`config.mk`:
```
export PLATFORM = sky130hd
export DESIGN_NAME = uart_fifo_flat
export DESIGN_NICKNAME = d
export VERILOG_FILES = /design/src/rtl/uart_fifo_if.sv /design/src/rtl/uart_fifo.sv /design/src/flat_wrapper.sv
export SDC_FILE = /design/constraint.sdc
export NUM_CORES = 1
export LEC_CHECK = 0
export BUFFER_PORTS_ARGS = -buffer_cell sky130_fd_sc_hd__clkbuf_2
export CAP_MARGIN = 20
export CORE_MARGIN = 2
export CORE_UTILIZATION = 35
export CTS_BUF_LIST = sky130_fd_sc_hd__clkbuf_4
export DETAILED_ROUTE_END_ITERATION = 10
export HOLD_SLACK_MARGIN = 0.15
export PLACE_DENSITY = 0.62
export SLEW_MARGIN = 5
export SYNTH_ARGS = -nofsm -noshare
export SYNTH_HDL_FRONTEND = slang
export SYNTH_SLANG_ARGS = --single-unit
```
`constraint.sdc`:
```
create_clock -name clk -period 4.1 [get_ports clk]
set_input_delay 0.615 -clock clk [delete_from_list [all_inputs] [get_ports clk]]
set_output_delay 0.615 -clock clk [all_outputs]
set_load 0.005 [all_outputs]
```
`src/rtl/uart_fifo_if.sv`:
```
// uart_fifo_if: register bus between the core and the UART.
// master drives strobes, address and write data; slave returns read data.
interface uart_fifo_if;
  logic        we_i;
  logic        re_i;
  logic [31:0] addr_i;
  logic [31:0] data_i;
  logic [31:0] data_o;

  modport master (
    output we_i, re_i, addr_i, data_i,
    input  data_o
  );

  modport slave (
    input  we_i, re_i, addr_i, data_i,
    output data_o
  );
endinterface

```
`src/rtl/uart_fifo.sv`:
```
// uart_fifo: FIFO-buffered UART with parity, stop-bit and error reporting.
// Define UART_IRQ_EN to add the IRQ_EN register (0x14) and irq_o.
module uart_fifo #(
  parameter int unsigned TX_DEPTH = 8,
  parameter int unsigned RX_DEPTH = 8,
  parameter logic [31:0] BAUD_RST = 32'h1B8
) (
  input  logic       clk,
  input  logic       rst,
  uart_fifo_if.slave bus,
  output logic       tx_pin,
  input  logic       rx_pin
`ifdef UART_IRQ_EN
  ,
  output logic       irq_o
`endif
);
  localparam int TAW = $clog2(TX_DEPTH);
  localparam int RAW = $clog2(RX_DEPTH);

  typedef enum logic [2:0] {
    S_IDLE, S_START, S_DATA, S_PAR, S_STOP
  } state_e;

  logic [7:0] a;
  logic sel_ctrl, sel_stat, sel_baud;
  logic sel_txd, sel_rxd, sel_irq;
  logic wr_ctrl, wr_stat, wr_baud;
  assign a        = bus.addr_i[7:0];
  assign sel_ctrl = a == 8'h00;
  assign sel_stat = a == 8'h04;
  assign sel_baud = a == 8'h08;
  assign sel_txd  = a == 8'h0C;
  assign sel_rxd  = a == 8'h10;
  assign sel_irq  = a == 8'h14;
  assign wr_ctrl  = bus.we_i & sel_ctrl;
  assign wr_stat  = bus.we_i & sel_stat;
  assign wr_baud  = bus.we_i & sel_baud;

  logic unused_ok;
  assign unused_ok = ^{bus.addr_i[31:8],
                       bus.data_i[31:16], sel_irq};

  logic [4:0]  ctrl_q, ctrl_d;
  logic [15:0] baud_q, baud_d, deff;
  logic [2:0]  err_q, err_d;
  logic        tx_flush, rx_flush;
  logic        set_frm, set_par, set_ovr;

  assign deff     = (baud_q < 16'd4) ? 16'd4 : baud_q;
  assign tx_flush = wr_ctrl & bus.data_i[5];
  assign rx_flush = wr_ctrl & bus.data_i[6];
  assign ctrl_d   = wr_ctrl ? bus.data_i[4:0] : ctrl_q;
  assign baud_d   = wr_baud ? bus.data_i[15:0] : baud_q;
  // a new error in the same cycle as the w1c write keeps the flag set
  assign err_d = (err_q & ~(wr_stat ? bus.data_i[7:5] : 3'b0))
               | {set_frm, set_par, set_ovr};

  logic [7:0]   txm [TX_DEPTH];
  logic [TAW:0] txw_q, txw_d, txr_q, txr_d;
  logic         tx_full, tx_empty, tx_push, tx_pop;
  logic [7:0]   tx_head;

  assign tx_empty = txw_q == txr_q;
  assign tx_full  = (txw_q[TAW] != txr_q[TAW]) &&
                    (txw_q[TAW-1:0] == txr_q[TAW-1:0]);
  assign tx_head  = txm[txr_q[TAW-1:0]];
  assign tx_push  = bus.we_i & sel_txd & ctrl_q[0] & ~tx_full;

  always_comb begin
    txw_d = txw_q + {{TAW{1'b0}}, tx_push};
    txr_d = txr_q + {{TAW{1'b0}}, tx_pop};
    if (tx_flush) begin
      txw_d = '0;
      txr_d = '0;
    end
  end

  always_ff @(posedge clk) begin
    if (tx_push) txm[txw_q[TAW-1:0]] <= bus.data_i[7:0];
  end

  logic [7:0]   rxm [RX_DEPTH];
  logic [RAW:0] rxw_q, rxw_d, rxr_q, rxr_d;
  logic         rx_full, rx_empty, rx_push, rx_pop, rx_try;
  logic [8:0]   rx_cnt9;

  assign rx_empty = rxw_q == rxr_q;
  assign rx_full  = (rxw_q[RAW] != rxr_q[RAW]) &&
                    (rxw_q[RAW-1:0] == rxr_q[RAW-1:0]);
  assign rx_cnt9  = 9'(rxw_q - rxr_q);
  assign rx_pop   = bus.re_i & sel_rxd & ~rx_empty;
  assign rx_push  = rx_try & (~rx_full | rx_pop);
  assign set_ovr  = rx_try & rx_full & ~rx_pop;

  always_comb begin
    rxw_d = rxw_q + {{RAW{1'b0}}, rx_push};
    rxr_d = rxr_q + {{RAW{1'b0}}, rx_pop};
    if (rx_flush) begin
      rxw_d = '0;
      rxr_d = '0;
    end
  end

  state_e      tx_st_q, tx_st_d;
  logic [15:0] tx_cnt_q, tx_cnt_d, tx_div_q, tx_div_d;
  logic [7:0]  tx_sh_q, tx_sh_d;
  logic [2:0]  tx_bit_q, tx_bit_d;
  logic        tx_q, tx_d, tx_par_q, tx_par_d;
  logic        tx_pen_q, tx_pen_d, tx_s2_q, tx_s2_d;
  logic        tx_snd_q, tx_snd_d, tx_end, tx_load;

  assign tx_end = tx_cnt_q == tx_div_q;
  assign tx_pin = tx_q;

  always_comb begin
    tx_st_d  = tx_st_q;
    tx_cnt_d = tx_cnt_q;
    tx_div_d = tx_div_q;
    tx_sh_d  = tx_sh_q;
    tx_bit_d = tx_bit_q;
    tx_d     = tx_q;
    tx_par_d = tx_par_q;
    tx_pen_d = tx_pen_q;
    tx_s2_d  = tx_s2_q;
    tx_snd_d = tx_snd_q;
    tx_load  = 1'b0;
    tx_pop   = 1'b0;
    if (tx_st_q != S_IDLE)
      tx_cnt_d = tx_end ? 16'd0 : tx_cnt_q + 16'd1;
    unique case (tx_st_q)
      S_IDLE: tx_load = ctrl_q[0] & ~tx_empty;
      S_START: if (tx_end) begin
        tx_st_d  = S_DATA;
        tx_d     = tx_sh_q[0];
        tx_bit_d = 3'd0;
      end
      S_DATA: if (tx_end) begin
        if (tx_bit_q == 3'd7) begin
          tx_st_d  = tx_pen_q ? S_PAR : S_STOP;
          tx_d     = tx_pen_q ? tx_par_q : 1'b1;
          tx_snd_d = 1'b0;
        end else begin
          tx_sh_d  = tx_sh_q >> 1;
          tx_d     = tx_sh_q[1];
          tx_bit_d = tx_bit_q + 3'd1;
        end
      end
      S_PAR: if (tx_end) begin
        tx_st_d = S_STOP;
        tx_d    = 1'b1;
      end
      S_STOP: if (tx_end) begin
        if (tx_s2_q && !tx_snd_q) begin
          tx_snd_d = 1'b1;
        end else begin
          tx_st_d = S_IDLE;
          tx_load = ctrl_q[0] & ~tx_empty;
        end
      end
      default: tx_st_d = S_IDLE;
    endcase
    // frame format and divider are frozen for the whole frame
    if (tx_load) begin
      tx_pop   = 1'b1;
      tx_st_d  = S_START;
      tx_d     = 1'b0;
      tx_cnt_d = 16'd0;
      tx_sh_d  = tx_head;
      tx_par_d = (^tx_head) ^ ctrl_q[3];
      tx_div_d = deff;
      tx_pen_d = ctrl_q[2];
      tx_s2_d  = ctrl_q[4];
    end
  end

  state_e      rx_st_q, rx_st_d;
  logic [15:0] rx_cnt_q, rx_cnt_d, rx_div_q, rx_div_d;
  logic [7:0]  rx_sh_q, rx_sh_d;
  logic [2:0]  rx_bit_q, rx_bit_d;
  logic        rx_s1_q, rx_s2_q, rx_p_q;
  logic        rx_pen_q, rx_pen_d, rx_odd_q, rx_odd_d;
  logic        rx_pe_q, rx_pe_d, rx_smp;

  assign rx_smp = (rx_st_q == S_START)
                ? (rx_cnt_q == {1'b0, rx_div_q[15:1]})
                : (rx_cnt_q == rx_div_q);

  always_comb begin
    rx_st_d  = rx_st_q;
    rx_cnt_d = rx_cnt_q;
    rx_div_d = rx_div_q;
    rx_sh_d  = rx_sh_q;
    rx_bit_d = rx_bit_q;
    rx_pen_d = rx_pen_q;
    rx_odd_d = rx_odd_q;
    rx_pe_d  = rx_pe_q;
    rx_try   = 1'b0;
    set_frm  = 1'b0;
    set_par  = 1'b0;
    if (rx_st_q != S_IDLE)
      rx_cnt_d = rx_smp ? 16'd0 : rx_cnt_q + 16'd1;
    if (!ctrl_q[1]) begin
      rx_st_d = S_IDLE;
    end else begin
      unique case (rx_st_q)
        S_IDLE: if (rx_p_q && !rx_s2_q) begin
          rx_st_d  = S_START;
          rx_cnt_d = 16'd1;
          rx_div_d = deff;
          rx_pen_d = ctrl_q[2];
          rx_odd_d = ctrl_q[3];
          rx_pe_d  = 1'b0;
        end
        S_START: if (rx_smp) begin
          rx_st_d  = rx_s2_q ? S_IDLE : S_DATA;
          rx_bit_d = 3'd0;
        end
        S_DATA: if (rx_smp) begin
          rx_sh_d  = {rx_s2_q, rx_sh_q[7:1]};
          rx_bit_d = rx_bit_q + 3'd1;
          if (rx_bit_q == 3'd7)
            rx_st_d = rx_pen_q ? S_PAR : S_STOP;
        end
        S_PAR: if (rx_smp) begin
          rx_pe_d = rx_s2_q != ((^rx_sh_q) ^ rx_odd_q);
          rx_st_d = S_STOP;
        end
        S_STOP: if (rx_smp) begin
          rx_st_d = S_IDLE;
          rx_try  = 1'b1;
          set_frm = ~rx_s2_q;
          set_par = rx_pe_q;
        end
        default: rx_st_d = S_IDLE;
      endcase
    end
  end

  always_ff @(posedge clk) begin
    if (rx_push) rxm[rxw_q[RAW-1:0]] <= rx_sh_q;
  end

  logic [2:0] irqen_q, irqen_d;
`ifdef UART_IRQ_EN
  logic irq_q, irq_d;
  assign irqen_d = (bus.we_i & sel_irq) ? bus.data_i[2:0] : irqen_q;
  assign irq_d   = |(irqen_q & {|err_q, tx_empty, ~rx_empty});
  assign irq_o   = irq_q;
  always_ff @(posedge clk) begin
    if (!rst) irq_q <= 1'b0;
    else      irq_q <= irq_d;
  end
`else
  assign irqen_d = 3'b0;
`endif

  always_ff @(posedge clk) begin
    if (!rst) begin
      ctrl_q   <= '0;
      baud_q   <= BAUD_RST[15:0];
      err_q    <= '0;
      irqen_q  <= '0;
      txw_q    <= '0;
      txr_q    <= '0;
      rxw_q    <= '0;
      rxr_q    <= '0;
      tx_st_q  <= S_IDLE;
      tx_q     <= 1'b1;
      tx_cnt_q <= '0;
      tx_div_q <= '0;
      tx_sh_q  <= '0;
      tx_bit_q <= '0;
      tx_par_q <= 1'b0;
      tx_pen_q <= 1'b0;
      tx_s2_q  <= 1'b0;
      tx_snd_q <= 1'b0;
      rx_st_q  <= S_IDLE;
      rx_cnt_q <= '0;
      rx_div_q <= '0;
      rx_sh_q  <= '0;
      rx_bit_q <= '0;
      rx_s1_q  <= 1'b1;
      rx_s2_q  <= 1'b1;
      rx_p_q   <= 1'b1;
      rx_pen_q <= 1'b0;
      rx_odd_q <= 1'b0;
      rx_pe_q  <= 1'b0;
    end else begin
      ctrl_q   <= ctrl_d;
      baud_q   <= baud_d;
      err_q    <= err_d;
      irqen_q  <= irqen_d;
      txw_q    <= txw_d;
      txr_q    <= txr_d;
      rxw_q    <= rxw_d;
      rxr_q    <= rxr_d;
      tx_st_q  <= tx_st_d;
      tx_q     <= tx_d;
      tx_cnt_q <= tx_cnt_d;
      tx_div_q <= tx_div_d;
      tx_sh_q  <= tx_sh_d;
      tx_bit_q <= tx_bit_d;
      tx_par_q <= tx_par_d;
      tx_pen_q <= tx_pen_d;
      tx_s2_q  <= tx_s2_d;
      tx_snd_q <= tx_snd_d;
      rx_st_q  <= rx_st_d;
      rx_cnt_q <= rx_cnt_d;
      rx_div_q <= rx_div_d;
      rx_sh_q  <= rx_sh_d;
      rx_bit_q <= rx_bit_d;
      rx_s1_q  <= rx_pin;
      rx_s2_q  <= rx_s1_q;
      rx_p_q   <= rx_s2_q;
      rx_pen_q <= rx_pen_d;
      rx_odd_q <= rx_odd_d;
      rx_pe_q  <= rx_pe_d;
    end
  end

  logic [31:0] rdata;
  always_comb begin
    rdata = 32'h0;
    unique case (1'b1)
      sel_ctrl: rdata = {27'h0, ctrl_q};
      sel_stat: rdata = {16'h0, rx_cnt9[7:0], err_q,
                         rx_full, rx_empty, tx_empty,
                         tx_full, tx_st_q != S_IDLE};
      sel_baud: rdata = {16'h0, baud_q};
      sel_rxd:  rdata = rx_empty ? 32'h0
                      : {24'h0, rxm[rxr_q[RAW-1:0]]};
`ifdef UART_IRQ_EN
      sel_irq:  rdata = {29'h0, irqen_q};
`endif
      default:  rdata = 32'h0;
    endcase
  end

  assign bus.data_o = rst ? rdata : 32'h0;
endmodule
```
`src/flat_wrapper.sv`:
```
// flat-port wrapper written by rule: the top's interface ports become plain ports
module uart_fifo_flat 
#(
  parameter int unsigned TX_DEPTH = 8,
  parameter int unsigned RX_DEPTH = 8,
  parameter logic [31:0] BAUD_RST = 32'h1B8
)
  (clk, rst, tx_pin, rx_pin, bus_we_i, bus_re_i, bus_addr_i, bus_data_i, bus_data_o);
  uart_fifo_if bus_i ();
  input  logic clk;
  input  logic rst;
  output logic tx_pin;
  input  logic rx_pin;
  input wire logic [$bits(bus_i.we_i)-1:0] bus_we_i;
  input wire logic [$bits(bus_i.re_i)-1:0] bus_re_i;
  input wire logic [$bits(bus_i.addr_i)-1:0] bus_addr_i;
  input wire logic [$bits(bus_i.data_i)-1:0] bus_data_i;
  output wire logic [$bits(bus_i.data_o)-1:0] bus_data_o;
  assign bus_i.we_i = bus_we_i;
  assign bus_i.re_i = bus_re_i;
  assign bus_i.addr_i = bus_addr_i;
  assign bus_i.data_i = bus_data_i;
  assign bus_data_o = bus_i.data_o;
  uart_fifo #(.TX_DEPTH(TX_DEPTH), .RX_DEPTH(RX_DEPTH), .BAUD_RST(BAUD_RST)) u_core (.clk(clk), .rst(rst), .bus(bus_i), .tx_pin(tx_pin), .rx_pin(rx_pin));
endmodule
```
==> impl_summary.log <==
[metrics] status: finished, final reports clean
[metrics] final routed wirelength across all metal layers: approximately 27000 um
[metrics] register clock-pin slew on the reported worst setup and hold paths: about 0.06 ns
[metrics] clock network power share: between 40 and 50%
[metrics] Pre-Repair DR Iteration Count: 8
[metrics] Sequential Power Share: between 50% and 60%
[metrics] global-route wire length before repair: approximately 43000 um
[metrics] slew of the pin with the lowest slew margin: just over 1 ns
[metrics] endpoint of the worst-slack reg-to-reg timing path: u_core.rxm[7][1]$_DFFE_PP_
[metrics] synth-to-layout area growth: 13.3%
[metrics] post-place instance area: 13000 um2
[metrics] shortest clock period the worst path allows after layout: about 3.5 ns
[metrics] global-route usage over all layers: 14.8%
[metrics] maximum fanout along the worst path: 16
[metrics] number of antenna violations at the first check in global routing: 2
[metrics] via count: between 8000 and 9000
[metrics] number of violations reported at the end of detailed-routing iteration 0: 478
[metrics] row count: 68
[metrics] total of flip-flops plus latches after synthesis: ~270
[metrics] leading area contributor after synthesis: sky130_fd_sc_hd__edfxtp_1
[metrics] Remaining Overflow, GRT: 0
[metrics] Port-buffer cells: 45
[metrics] CP Data Required Time: 4.39 ns
[metrics] IR drop worst, VDD: about 0.31 mV
[metrics] Leak: 5.34 nW
[metrics] ys flop type: sky130_fd_sc_hd__dfxtp_1
[metrics] R2R Setup Slk: ~0.55 ns
[metrics] total power density per cell area: around 380 nW/um2
[metrics] CTS tree: built
[metrics] antenna-violating nets left: 0
[metrics] end of the critical path: u_core.rxm[7][1]$_DFFE_PP_
[metrics] share of Yosys cell area claimed by the top area cell type: a little under a third
[metrics] total of max-cap violations: 0
[metrics] drt via density: approximately 5
[metrics] post-route clock period utilization: 86.6%
[metrics] worst slew slack as a fraction of its limit: between 30 and 40%
[metrics] mean instance size in the synthesized netlist: 11.0 um2
[metrics] weighted congestion reported at the end of routability-driven placement: roughly 0.81
[metrics] combinational share of power: around 1.7%
[metrics] pin count of the biggest net entering global routing: 65
[metrics] max frequency: 0.282 GHz
[metrics] fraction of power spent switching nets: 21.5%
[metrics] Slew Viols, Final: 0
[metrics] die height: roughly 190 um
[metrics] width of the die: 192 um
[metrics] class of the most critical hold timing path: in2reg
[metrics] number of enable flip-flop cells after synthesis: 128
[metrics] clock network latency to the later pin of the worst-skew pair: around 0.69 ns
[metrics] distinct cell type count after synthesis: 59
[metrics] clock tree sinks: ~270
[metrics] cell types occupying the most area after synthesis: sky130_fd_sc_hd__edfxtp_1 (31%), sky130_fd_sc_hd__dfxtp_1 (23%), sky130_fd_sc_hd__mux4_2 (5.8%)
[metrics] number of failing setup endpoints in the final timing report: 0
[metrics] startpoint class of the critical path: flop
[metrics] final setup skew: 0.0553 ns
[metrics] level count of the clock H-tree: 3
[metrics] most repeated cell in the gate-level netlist after synthesis: sky130_fd_sc_hd__nand2_1
[metrics] maximum number of buffers from clock root to sink: 3
[metrics] DRC violations left: 0
[metrics] DIE AREA: roughly 37000 um2
[metrics] root buffer cell: sky130_fd_sc_hd__clkbuf_4
[metrics] unrepaired setup endpoints after global routing: false
[metrics] Initial Utilization: a little over a third
[metrics] startpoint of the worst-slack reg-to-reg timing path: u_core.rx_st_q[0]$_SDFFE_PN0P_
[metrics] top cells by count, synth: sky130_fd_sc_hd__nand2_1 (183), sky130_fd_sc_hd__dfxtp_1 (143), sky130_fd_sc_hd__edfxtp_1 (128), sky130_fd_sc_hd__nor2_1 (79), sky130_fd_sc_hd__xor2_1 (59)
[metrics] Final Net Count: 1289
[metrics] number of standard cells after synthesis: between 1000 and 1500
[metrics] share of synthesized registers carrying an async set or reset: 0%
[metrics] vias in the first global route: slightly above 8000
[metrics] worst setup path startpoint: u_core.rx_st_q[0]$_SDFFE_PN0P_
[metrics] average routed wire per standard cell: between 15 and 20 um
[metrics] Core Region: about 35000 um2
[metrics] Setup CP Type: reg2reg
[metrics] cell area after technology mapping: 12300 um2
[metrics] sequential element share of the synthesized area: approximately 54%
[metrics] count of instances resized after the clock tree is built: 0
[metrics] IO Count: ~100
[metrics] Cell Int Power: slightly above 0.004 W
[metrics] fraction of layout instances using a drive strength above 1: between 10% and 20%
[metrics] Final Instance Area: roughly 14000 um2
[metrics] total half-perimeter wirelength after legalization and detailed placement: roughly 19000 um
[metrics] Num CTS Buffers: 70
[metrics] arrival time at the worst endpoint: 3.84 ns
[metrics] NetSw: roughly 0.0011 W
[metrics] worst slack on hold paths: 0.179 ns
[metrics] sort of element at the end of the critical path: flop
[metrics] number of cells on the worst reg-to-reg path: 8
[metrics] count of endpoints failing hold in the final timing report: 0
[metrics] Total Negative Setup Slacks: 0 ns
[metrics] warnings from Yosys: 0
[critical path, cell delays in order (launching register included)]
cell and delay (ns):
sky130_fd_sc_hd__dfxtp_1 0.61, sky130_fd_sc_hd__nor3b_2 0.25, sky130_fd_sc_hd__buf_4 0.29, sky130_fd_sc_hd__mux2i_1 0.24, sky130_fd_sc_hd__xor2_1 0.24, sky130_fd_sc_hd__nand4_1 0.17, sky130_fd_sc_hd__nor4_4 0.38, sky130_fd_sc_hd__and4b_1 0.44
sky130_fd_sc_hd__and4_1 0.53
[cell families (layout without fill, tap and decap cells)]
group | after synthesis | after routing | share of synthesized area (%)
multiplexers | 73 | 73 | 9.18
adder cells (fa/ha/maj) | 18 | 18 | 1.89
AND/OR/NAND/NOR | 427 | 427 | 16.3
AO/OA/AOI/OAI | 139 | 139 | 7.96
other | 1 | 17 | 0.0304
flip-flops | 271 | 271 | 54.4
XOR/XNOR | 92 | 92 | 6.54
buffers and inverters | 96 | 219 | 3.68
[power groups by stage]
stage / logic (W) / registers [W] / clock network [W]
floorplan: 0.0000552 / 0.00288 / 0
global route: 0.0000979 / 0.00282 / 0.00261
detailed placement: 0.0000844 / 0.00288 / 0
global placement: 0.0000840 / 0.00288 / 0
CTS: 0.0000883 / 0.00282 / 0.00247
finish: 0.0000878 / 0.00282 / 0.00239
[routing by layer]
metal  track usage [%]  vias to the layer above  routed length (um)
li1                  -                     4148                   -
met1              18.7                     4004               12000
met2              25.0                      168               12900
met3              2.98                       47                1230
met4              5.74                        2                 569
met5                 0                        -                  11
[flip-flops by register name, summed over array words and instances, names as in the netlist, 3 cells and up]
signal           cells
u_core.tx_bit_q      3
u_core.rx_div_q     16
u_core.rxr_q         4
u_core.txr_q         4
u_core.txm          64
u_core.err_q         3
u_core.rxm          64
u_core.tx_cnt_q     16
u_core.rx_bit_q      3
u_core.ctrl_q        5
u_core.rx_sh_q       8
u_core.rx_cnt_q     16
u_core.tx_sh_q       8
u_core.rxw_q         4
u_core.baud_q       16
u_core.tx_div_q     16
u_core.txw_q         4
u_core.rx_st_q       3
u_core.tx_st_q       3
[layout by cell type, fill, tap and decap left out, drive strengths merged, types with 9 or more instances in the layout]
cell    instances
a21boi         56
nor4            9
nor2           79
buf            26
and3           14
nor3           13
conb           16
nor2b          21
xnor2          33
dfxtp         143
mux2i          40
nand3          42
clkinv         16
mux4           32
and2           11
nand2b         11
nand2         183
a21oi          21
edfxtp        128
xor2           59
clkbuf        150
nand4          18
o21ai          12
ha             17
inv            19
a22oi          16
[timing repair]
action,4_1_cts,5_1_grt
hold buffers,5,0
hold endpoints to repair,5,0
setup buffers,0,0
[how the worst min path moves through the flow]
stage	start	endpoint	slack, ns	cells past startpoint
floorplan	u_core.rx_s1_q$_SDFF_PN1_	u_core.rx_s2_q$_SDFF_PN1_	0.39	1
global placement	u_core.rx_s1_q$_SDFF_PN1_	u_core.rx_s2_q$_SDFF_PN1_	0.39	1
CTS	bus_data_i[11]	u_core.baud_q[11]$_SDFFE_PN0P_	0.15	3
detailed placement	u_core.rx_s1_q$_SDFF_PN1_	u_core.rx_s2_q$_SDFF_PN1_	0.39	1
finish	bus_data_i[11]	u_core.baud_q[11]$_SDFFE_PN0P_	0.18	3
global route	bus_data_i[11]	u_core.baud_q[11]$_SDFFE_PN0P_	0.15	3
[metrics by stage]
stage	util [%]	power, W	setup slack (ns)	cells
2_1_floorplan	-	0.00293	0.906	1132
3_3_place_gp	37.5	0.00296	0.576	1579
3_5_place_dp	37.5	0.00296	0.556	1579
4_1_cts	40.3	0.00537	0.582	1709
5_1_grt	40.4	0.00553	0.339	1711
6_report	40.4	0.00530	0.550	1711
[layout make-up]
class	count	area, um2
Antenna cell	1	2.50
Clock buffer	106	796
Clock inverter	19	135
Fill cell	3342	20700
Inverter	19	71.3
Multi-Input combinational cell	765	5230
Sequential cell	271	6710
Tap cell	455	569
Timing Repair Buffer	75	463
Note: power is estimated with default switching activity, not from simulation.
